`src/rtl/keyfile_reader_seq_if.sv`:
```
// keyfile_reader_seq_if
//   Bus bundle for the keyfile reader peripheral: openMSP430 peripheral
//   access signals plus the keyfile source.
//   master : CPU / bus side, drives the access and the key source.
//   slave  : the peripheral, returns per_dout.
//   Signals:
//     per_addr[13:0]   word address
//     per_din[15:0]    write data
//     per_en           access enable
//     per_we[1:0]      byte write enables (any bit = word write)
//     smclk_en         SMCLK enable (not used by the reader)
//     key_data_in      keyfile, word 0 in the MSBs
//     key_valid        keyfile source stable and valid
//     per_dout[15:0]   read data, 0 when not selected
interface keyfile_reader_seq_if #(
  parameter int KEY_WORDS = 4
);
  logic [13:0]             per_addr;
  logic [15:0]             per_din;
  logic                    per_en;
  logic [1:0]              per_we;
  logic                    smclk_en;
  logic [16*KEY_WORDS-1:0] key_data_in;
  logic                    key_valid;
  logic [15:0]             per_dout;

  modport master (
    output per_addr, per_din, per_en, per_we, smclk_en, key_data_in, key_valid,
    input  per_dout
  );

  modport slave (
    input  per_addr, per_din, per_en, per_we, smclk_en, key_data_in, key_valid,
    output per_dout
  );
endinterface

```
`src/rtl/keyfile_reader_seq.sv`:
```
// keyfile_reader_seq
//   Read-only snapshot window onto a keyfile. A CTRL write (SNAP) copies the
//   keyfile into a shadow register one word per cycle while key_valid holds;
//   software then reads the shadow through an auto-incrementing IDX/DATA pair.
//   LOCK (or the optional read budget) blanks the shadow until puc_rst.
//   Ports:
//     mclk     system clock, all state on the rising edge
//     puc_rst  asynchronous active-high reset
//     bus      keyfile_reader_seq_if.slave (peripheral bus + key source)
//   Registers (byte offsets): 0x0 CTRL, 0x2 STAT, 0x4 IDX, 0x6 DATA.
//
//   state  | meaning
//   S_IDLE | no copy in progress, DATA readable if VALID
//   S_WAIT | SNAP accepted, waiting for key_valid
//   S_COPY | copying words 1..KEY_WORDS-1 (word 0 copied on WAIT exit)
module keyfile_reader_seq #(
  parameter logic [14:0] BASE_ADDR = 15'h01A8,
  parameter int          KEY_WORDS = 4,
  parameter int          MAX_READS = 0
) (
  input logic               mclk,
  input logic               puc_rst,
  keyfile_reader_seq_if.slave bus
);
  localparam int         IW       = $clog2(KEY_WORDS);
  localparam int         DEC_WD   = 3;
  localparam logic [7:0] MAX_RD   = 8'(MAX_READS);
  localparam bit         LIMIT_EN = (MAX_READS != 0);
  localparam logic [IW-1:0] LAST  = IW'(KEY_WORDS - 1);

  typedef enum logic [1:0] {S_IDLE, S_WAIT, S_COPY} state_t;

  state_t        state_q, state_d;
  logic [IW-1:0] cnt_q, cnt_d;
  logic [IW-1:0] idx_q, idx_d;
  logic [7:0]    rd_cnt_q, rd_cnt_d;
  logic          valid_q, valid_d;
  logic          err_q, err_d;
  logic          locked_q, locked_d;
  logic [15:0]   shadow_q [KEY_WORDS];
  logic [15:0]   key_w    [KEY_WORDS];

  logic        sel, rd, wr;
  logic [1:0]  reg_sel;
  logic        snap_cmd, lock_cmd, clr_cmd, idx_wr;
  logic        busy, data_ok, data_rd;
  logic        snap_go, copy_en, copy_last, abort, auto_lock, wipe;
  logic [7:0]  rd_cnt_inc;
  logic [IW-1:0] idx_inc;
  logic [15:0] stat, dout;
  logic        unused_smclk;

  assign unused_smclk = bus.smclk_en;

  for (genvar g = 0; g < KEY_WORDS; g++) begin : g_key
    assign key_w[g] = bus.key_data_in[16*(KEY_WORDS-g)-1 -: 16];
  end

  // Address decode: 8-byte window, register picked by the low word-address bits.
  assign sel     = bus.per_en & (bus.per_addr[13:DEC_WD-1] == BASE_ADDR[14:DEC_WD]);
  assign reg_sel = bus.per_addr[1:0];
  assign rd      = sel & ~|bus.per_we;
  assign wr      = sel &  |bus.per_we;

  assign snap_cmd = wr & (reg_sel == 2'd0) & bus.per_din[0];
  assign lock_cmd = wr & (reg_sel == 2'd0) & bus.per_din[1];
  assign clr_cmd  = wr & (reg_sel == 2'd0) & bus.per_din[2];
  assign idx_wr   = wr & (reg_sel == 2'd2);

  assign busy    = (state_q != S_IDLE);
  assign data_ok = valid_q & ~locked_q & ~busy;
  assign data_rd = rd & (reg_sel == 2'd3) & data_ok;

  assign rd_cnt_inc = (rd_cnt_q == 8'hFF) ? 8'hFF : rd_cnt_q + 8'd1;
  assign idx_inc    = (idx_q == LAST) ? '0 : idx_q + IW'(1);

  // LOCK and CLR pre-empt any copy activity in the same cycle.
  assign snap_go   = snap_cmd & ~lock_cmd & ~clr_cmd & ~busy & ~locked_q;
  assign copy_en   = ((state_q == S_WAIT) | (state_q == S_COPY)) & bus.key_valid
                     & ~lock_cmd & ~clr_cmd;
  assign copy_last = copy_en & (cnt_q == LAST);
  assign abort     = (state_q == S_COPY) & ~bus.key_valid & ~lock_cmd & ~clr_cmd;
  // The read that spends the budget still returns data; the lock lands on its edge.
  assign auto_lock = LIMIT_EN & data_rd & (rd_cnt_inc == MAX_RD);
  assign wipe      = lock_cmd | clr_cmd | abort | auto_lock;

  always_comb begin
    state_d  = state_q;
    cnt_d    = cnt_q;
    idx_d    = idx_q;
    rd_cnt_d = rd_cnt_q;
    valid_d  = valid_q;
    err_d    = err_q;
    locked_d = locked_q;

    if (idx_wr) begin
      idx_d = (bus.per_din < 16'(KEY_WORDS)) ? bus.per_din[IW-1:0] : '0;
    end

    if (data_rd) begin
      idx_d    = idx_inc;
      rd_cnt_d = rd_cnt_inc;
      if (auto_lock) begin
        locked_d = 1'b1;
        valid_d  = 1'b0;
      end
    end

    if (lock_cmd | clr_cmd) begin
      state_d = S_IDLE;
      valid_d = 1'b0;
      if (lock_cmd) locked_d = 1'b1;
    end else begin
      case (state_q)
        S_IDLE: begin
          if (snap_go) begin
            state_d  = S_WAIT;
            valid_d  = 1'b0;
            err_d    = 1'b0;
            rd_cnt_d = '0;
            cnt_d    = '0;
          end
        end
        S_WAIT, S_COPY: begin
          if (abort) begin
            state_d = S_IDLE;
            valid_d = 1'b0;
            err_d   = 1'b1;
          end else if (copy_last) begin
            state_d = S_IDLE;
            valid_d = 1'b1;
            idx_d   = '0;
            cnt_d   = '0;
          end else if (copy_en) begin
            state_d = S_COPY;
            cnt_d   = cnt_q + IW'(1);
          end
        end
        default: state_d = S_IDLE;
      endcase
    end
  end

  always_ff @(posedge mclk or posedge puc_rst) begin
    if (puc_rst) begin
      state_q  <= S_IDLE;
      cnt_q    <= '0;
      idx_q    <= '0;
      rd_cnt_q <= '0;
      valid_q  <= 1'b0;
      err_q    <= 1'b0;
      locked_q <= 1'b0;
    end else begin
      state_q  <= state_d;
      cnt_q    <= cnt_d;
      idx_q    <= idx_d;
      rd_cnt_q <= rd_cnt_d;
      valid_q  <= valid_d;
      err_q    <= err_d;
      locked_q <= locked_d;
    end
  end

  always_ff @(posedge mclk or posedge puc_rst) begin
    if (puc_rst) begin
      for (int i = 0; i < KEY_WORDS; i++) shadow_q[i] <= '0;
    end else if (wipe) begin
      for (int i = 0; i < KEY_WORDS; i++) shadow_q[i] <= '0;
    end else if (copy_en) begin
      shadow_q[cnt_q] <= key_w[cnt_q];
    end
  end

  assign stat = {rd_cnt_q, 4'b0000, err_q, locked_q, valid_q, busy};

  always_comb begin
    dout = '0;
    if (rd) begin
      case (reg_sel)
        2'd1:    dout = stat;
        2'd2:    dout = {{(16-IW){1'b0}}, idx_q};
        2'd3:    dout = data_ok ? shadow_q[idx_q] : 16'h0000;
        default: dout = '0;
      endcase
    end
  end

  assign bus.per_dout = dout;
endmodule

```
`src/flat_wrapper.sv`:
```
// flat-port wrapper written by rule: the top's interface ports become plain ports
module keyfile_reader_seq_flat 
#(
  parameter logic [14:0] BASE_ADDR = 15'h01A8,
  parameter int          KEY_WORDS = 4,
  parameter int          MAX_READS = 0
)
  (mclk, puc_rst, bus_per_addr, bus_per_din, bus_per_en, bus_per_we, bus_smclk_en, bus_key_data_in, bus_key_valid, bus_per_dout);
  keyfile_reader_seq_if #(.KEY_WORDS(KEY_WORDS)) bus_i ();
  input logic mclk;
  input logic puc_rst;
  input wire logic [$bits(bus_i.per_addr)-1:0] bus_per_addr;
  input wire logic [$bits(bus_i.per_din)-1:0] bus_per_din;
  input wire logic [$bits(bus_i.per_en)-1:0] bus_per_en;
  input wire logic [$bits(bus_i.per_we)-1:0] bus_per_we;
  input wire logic [$bits(bus_i.smclk_en)-1:0] bus_smclk_en;
  input wire logic [$bits(bus_i.key_data_in)-1:0] bus_key_data_in;
  input wire logic [$bits(bus_i.key_valid)-1:0] bus_key_valid;
  output wire logic [$bits(bus_i.per_dout)-1:0] bus_per_dout;
  assign bus_i.per_addr = bus_per_addr;
  assign bus_i.per_din = bus_per_din;
  assign bus_i.per_en = bus_per_en;
  assign bus_i.per_we = bus_per_we;
  assign bus_i.smclk_en = bus_smclk_en;
  assign bus_i.key_data_in = bus_key_data_in;
  assign bus_i.key_valid = bus_key_valid;
  assign bus_per_dout = bus_i.per_dout;
  keyfile_reader_seq #(.BASE_ADDR(BASE_ADDR), .KEY_WORDS(KEY_WORDS), .MAX_READS(MAX_READS)) u_core (.mclk(mclk), .puc_rst(puc_rst), .bus(bus_i));
endmodule
```
`config.mk`:
```
export PLATFORM = sky130hd
export DESIGN_NAME = keyfile_reader_seq_flat
export DESIGN_NICKNAME = d
export VERILOG_FILES = /design/src/rtl/keyfile_reader_seq_if.sv /design/src/rtl/keyfile_reader_seq.sv /design/src/flat_wrapper.sv
export SDC_FILE = /design/constraint.sdc
export NUM_CORES = 1
export LEC_CHECK = 0
export ABC_AREA = 1
export BUFFER_PORTS_ARGS = -buffer_cell sky130_fd_sc_hd__buf_2
export CAP_MARGIN = 20
export CELL_PAD_IN_SITES_DETAIL_PLACEMENT = 1
export CELL_PAD_IN_SITES_GLOBAL_PLACEMENT = 1
export CORE_ASPECT_RATIO = 1.4
export CORE_MARGIN = 3
export CORE_UTILIZATION = 40
export CTS_BUF_LIST = sky130_fd_sc_hd__clkbuf_8
export CTS_CLUSTER_DIAMETER = 120
export DETAILED_ROUTE_END_ITERATION = 12
export GPL_ROUTABILITY_DRIVEN = 0
export GPL_TIMING_DRIVEN = 0
export PLACE_DENSITY = 0.82
export SLEW_MARGIN = 20
export SYNTH_ARGS = -nofsm -noshare
export SYNTH_HDL_FRONTEND = slang
export SYNTH_SLANG_ARGS = --single-unit
```
`constraint.sdc`:
```
create_clock -name mclk -period 3.2 [get_ports mclk]
set_clock_uncertainty 0.2 [all_clocks]
set_input_delay 0.48 -clock mclk [delete_from_list [all_inputs] [get_ports mclk]]
set_output_delay 0.48 -clock mclk [all_outputs]
set_load 0.02 [all_outputs]
```
==> run summary <==
The final antenna-violating net count came out at 0. The power density over cell area is just over 700 mW/mm^2. The port buffer count is 115.

The routed length per placed instance is 18.4 um. In the final layout, the share of cells above drive strength 1 is 20.5%. The floorplan core area is between 0.01 and 0.015 sq mm.

The horizontal die dimension is slightly above 100 um. The synthesized net count is 837. Summing over every cut layer, the via total after detailed routing is 5545. Setup repair after global routing left no endpoint under its margin. The clock passes through at most 2 buffers. The signal on the critical path passes through clkbuf_1 > buf_1 > a21oi_1 > o21ai_0 > nand3_1 > o21ai_0 > buf_2. The library cell used most frequently in the layout, excluding fill and tap cells, is sky130_fd_sc_hd__nand2_1. The biggest area consumer among synthesized cells is sky130_fd_sc_hd__dfrtp_1. The number of storage elements in the synthesis netlist is 81. The analysis attributes to cell leakage a power of 3.01 nW. The overall global routing resource usage came out at 26.8%. The worst setup path is captured at a primary output.

The buffers inserted during post-CTS setup optimization is 0. The clock network accounts for between 15 and 20% of the total power. Compared with the post-synthesis result, the final layout area differs by 19.4%. The DRC violations left came out at 0. The highest cell delay on the worst timing path is approximately 0.51 ns.

For met3 alone, demand over resource in global routing was 3.01%. The logic gate share of total power came out at 50.5%. The net switching power is 2.12 mW. The aggregate routed wire length is 18500 um.

The CTS tree is built. The number of buffers created by CTS came out at 9. The library cells used most frequently in the layout, excluding fill and tap cells, are sky130_fd_sc_hd__nand2_1 (178), sky130_fd_sc_hd__buf_2 (124), sky130_fd_sc_hd__inv_1 (93), sky130_fd_sc_hd__o21ai_0 (84), sky130_fd_sc_hd__dfrtp_1 (81).

By area the synthesized netlist is led by sky130_fd_sc_hd__dfrtp_1 (40%), sky130_fd_sc_hd__nand2_1 (13%), sky130_fd_sc_hd__o21ai_0 (8.2%). Setup violations remaining at the end of the flow were counted as 0. For this configuration, the core starts out at a cell density of between 40 and 50%. Once detailed placement completed, the half-perimeter wirelength came to 14500 um. The run finished with clean final reports.

The switching power share of the total came out at 47.8%. The count of distinct cell types in the synthesized netlist came out at 35. The number of detailed-routing iterations run before antenna repair is 5. The Yosys warning count is 0.

The mean number of vias per cell came out at 5.50. Of the post-synthesis cell area, the dominant cell type holds 39.7%. The worst slack at placement came out at approximately 0.17 ns. The internal power of the cells totals 2.32 mW. The worst-case hold slack is 0.129 ns. The sum of overflow across all layers after global routing came out at 0. The number of global-route vias before repair came out at 5935. The worst ir drop on vdd came out at 0.000410 V.

The initial antenna violation count came to 0. The tightest min-delay check is of the in -> reg type. The setup TNS came out at 0 ns.

The largest net degree at the start of global routing is 57. The clock reaches the later pin of the worst-skew pair after 0.38 ns. The root cell of the clock tree is sky130_fd_sc_hd__clkbuf_8. Headroom to the max-slew limit came out at 59.9%. The maximum frequency from static timing analysis came out at approximately 0.32 GHz. At the pin with the least slew margin, the transition time is between 0.6 and 0.7 ns. Synthesis produced a netlist whose cell count is slightly above 700. 117 I/O pins were placed. The level count of the clock H-tree is 3. The post-synthesis instance area came out at 0.00511 sq mm. The repair_antennas step left the layout with diodes totalling 0. For the finished layout, the period the worst path requires is 3.16 ns. The signal arrival time at the worst endpoint came out at 2.48 ns. Clock-pin slew was measured on the worst setup and hold paths at approximately 0.09 ns. Row generation in the floorplan step produced 48 rows. The largest individual stage delay along the critical path comes from the cell sky130_fd_sc_hd__buf_1. The hold violation count in the final report came out at 0. The final critical path takes up a little over nine tenths of the cycle. Each instance of the synthesized netlist takes up on average 7.03 sq um. The number of max-cap violations came out at 0.

The post-layout net count came out at around 960. The sequential share of the synthesized area came out at about two fifths. Among the stages of the critical path, the cell type that occurs most often is sky130_fd_sc_hd__o21ai_0. The starting DRC count in detailed routing is 283.

In this run the vertical extent of the chip is 140 um. STA classifies the critical path startpoint as a flop. The number of pins with negative max-slew slack in the final report came out at 0. The relative contribution of sequential cells to total power is 33.4%.

The biggest fanout along the worst timing path is 10. The floorplan step defined a die boundary enclosing 0.0142 sq mm. The wire length of the first global-routing pass came out at ~29000 um.

The TritonCTS sink count is roughly 80. The post-route worst setup slack is 0.0393 ns. Global routing consumed, on the met2 layer, 48.9% of the routing resources. The busiest metal layer after global routing is met2. In the global route stage, met1 resource usage came out at 30.5%. The worst setup path is of the reg -> out kind. STA puts the critical path data required time at 2.52 ns. Power comes to about 4.4 mW.
==> critical path, delay by kind of cell (launching register included) <==
family,cells,cell delay [ns]
simple gates,1,0.17
buf+inv,3,1.08
compound gates,3,0.48
flops,1,0.38
==> metrics by stage <==
stage,instance area [sq um],utilization [%],cells
2_1_floorplan,5110,-,727
3_3_place_gp,5870,47.2,992
3_5_place_dp,5900,47.5,993
4_1_cts,6090,49.0,1008
5_1_grt,6100,49.1,1008
6_report,6100,49.1,1008
==> cells by family after synthesis <==
family,share of synthesized area [%]
xor+xnor,0.343
compound gates,21.9
fa+ha+maj,2.20
simple gates,25.6
flops,39.7
buf+inv,10.4
==> registers in the layout (all words and copies together), names as in the netlist <==
register and flops:
u_core.valid_q 1, u_core.err_q 1, u_core.rd_cnt_q 8, u_core.shadow_q 64
u_core.state_q 2, u_core.idx_q 2, u_core.locked_q 1, u_core.cnt_q 2
==> cell usage after synthesis <==
| master | count |
|---|---|
| sky130_fd_sc_hd__o21ai_2 | 13 |
| sky130_fd_sc_hd__nand4_1 | 9 |
| sky130_fd_sc_hd__a21oi_1 | 59 |
| sky130_fd_sc_hd__ha_1 | 9 |
| sky130_fd_sc_hd__nand3_4 | 1 |
| sky130_fd_sc_hd__nand2_2 | 2 |
| sky130_fd_sc_hd__nand4_2 | 1 |
| sky130_fd_sc_hd__inv_1 | 94 |
| sky130_fd_sc_hd__and2_1 | 1 |
| sky130_fd_sc_hd__o21ai_0 | 84 |
| sky130_fd_sc_hd__a32o_1 | 16 |
| sky130_fd_sc_hd__nor3_1 | 4 |
| sky130_fd_sc_hd__inv_2 | 3 |
| sky130_fd_sc_hd__buf_1 | 3 |
| sky130_fd_sc_hd__xnor2_1 | 1 |
| sky130_fd_sc_hd__a31oi_1 | 2 |
| sky130_fd_sc_hd__nand2_1 | 178 |
| sky130_fd_sc_hd__nor3_2 | 1 |
| sky130_fd_sc_hd__nor2_4 | 3 |
| sky130_fd_sc_hd__nor4_1 | 1 |
| sky130_fd_sc_hd__nand3_1 | 42 |
| sky130_fd_sc_hd__o21ai_1 | 20 |
| sky130_fd_sc_hd__nand3_2 | 1 |
| sky130_fd_sc_hd__buf_2 | 9 |
| sky130_fd_sc_hd__clkbuf_1 | 18 |
| sky130_fd_sc_hd__xor2_1 | 1 |
| sky130_fd_sc_hd__buf_4 | 3 |
| sky130_fd_sc_hd__dfrtp_1 | 81 |
| sky130_fd_sc_hd__o211ai_1 | 2 |
| sky130_fd_sc_hd__nor2_2 | 2 |
| sky130_fd_sc_hd__nor2_1 | 58 |
| sky130_fd_sc_hd__clkinv_1 | 2 |
| sky130_fd_sc_hd__or2_1 | 1 |
| sky130_fd_sc_hd__or2_2 | 1 |
| sky130_fd_sc_hd__buf_6 | 1 |
==> path summary, 6_finish.rpt <==
| path | cells after the start | slack, ns | to | from |
|---|---|---|---|---|
| worst max-delay path | 7 | 0.04 | bus_per_dout[15] | u_core.idx_q[0] |
| worst min-delay path | 3 | 0.13 | u_core.locked_q | bus_per_din[1] |
| worst max register to register | 8 | 0.50 | u_core.shadow_q[51] | u_core.cnt_q[0] |
| worst min register to register | 2 | 0.33 | u_core.shadow_q[48] | u_core.shadow_q[48] |
| max in group asynchronous | 4 | 1.74 | u_core.shadow_q[32] | puc_rst |
| min in group asynchronous | 3 | 0.44 | u_core.shadow_q[60] | puc_rst |
==> cell type report <==
type | count | area (sq um)
multi-input cells | 513 | 2560
clock inverters | 4 | 26.3
flip-flops and latches | 81 | 2030
plain buffers | 33 | 155
inverters | 99 | 379
repair buffers | 117 | 613
clock buffers | 11 | 151
fillers | 1655 | 6330
well taps | 150 | 188
==> routing by layer <==
layer	vias up	part of all wire, %
met3	52	3.8
met1	2711	38
met5	-	0
li1	2626	-
met2	156	54
met4	0	4.1
==> what timing repair did <==
item	in CTS	in global routing
cloned	0	0
hold buffers	1	0
hold endpoints to repair	25	0
gates resized for setup	1	4
setup endpoints to repair	5	3
==> power groups by stage <==
stage,clock network (mW),logic (mW),registers [mW]
final,0.715,2.24,1.48
after global routing,0.764,2.51,1.50
after CTS,0.725,2.24,1.48
after detailed placement,0,2.24,1.48
after global placement,0,2.12,1.46
after floorplan,0,1.51,1.42
Note: power is estimated with default switching activity, not from simulation.
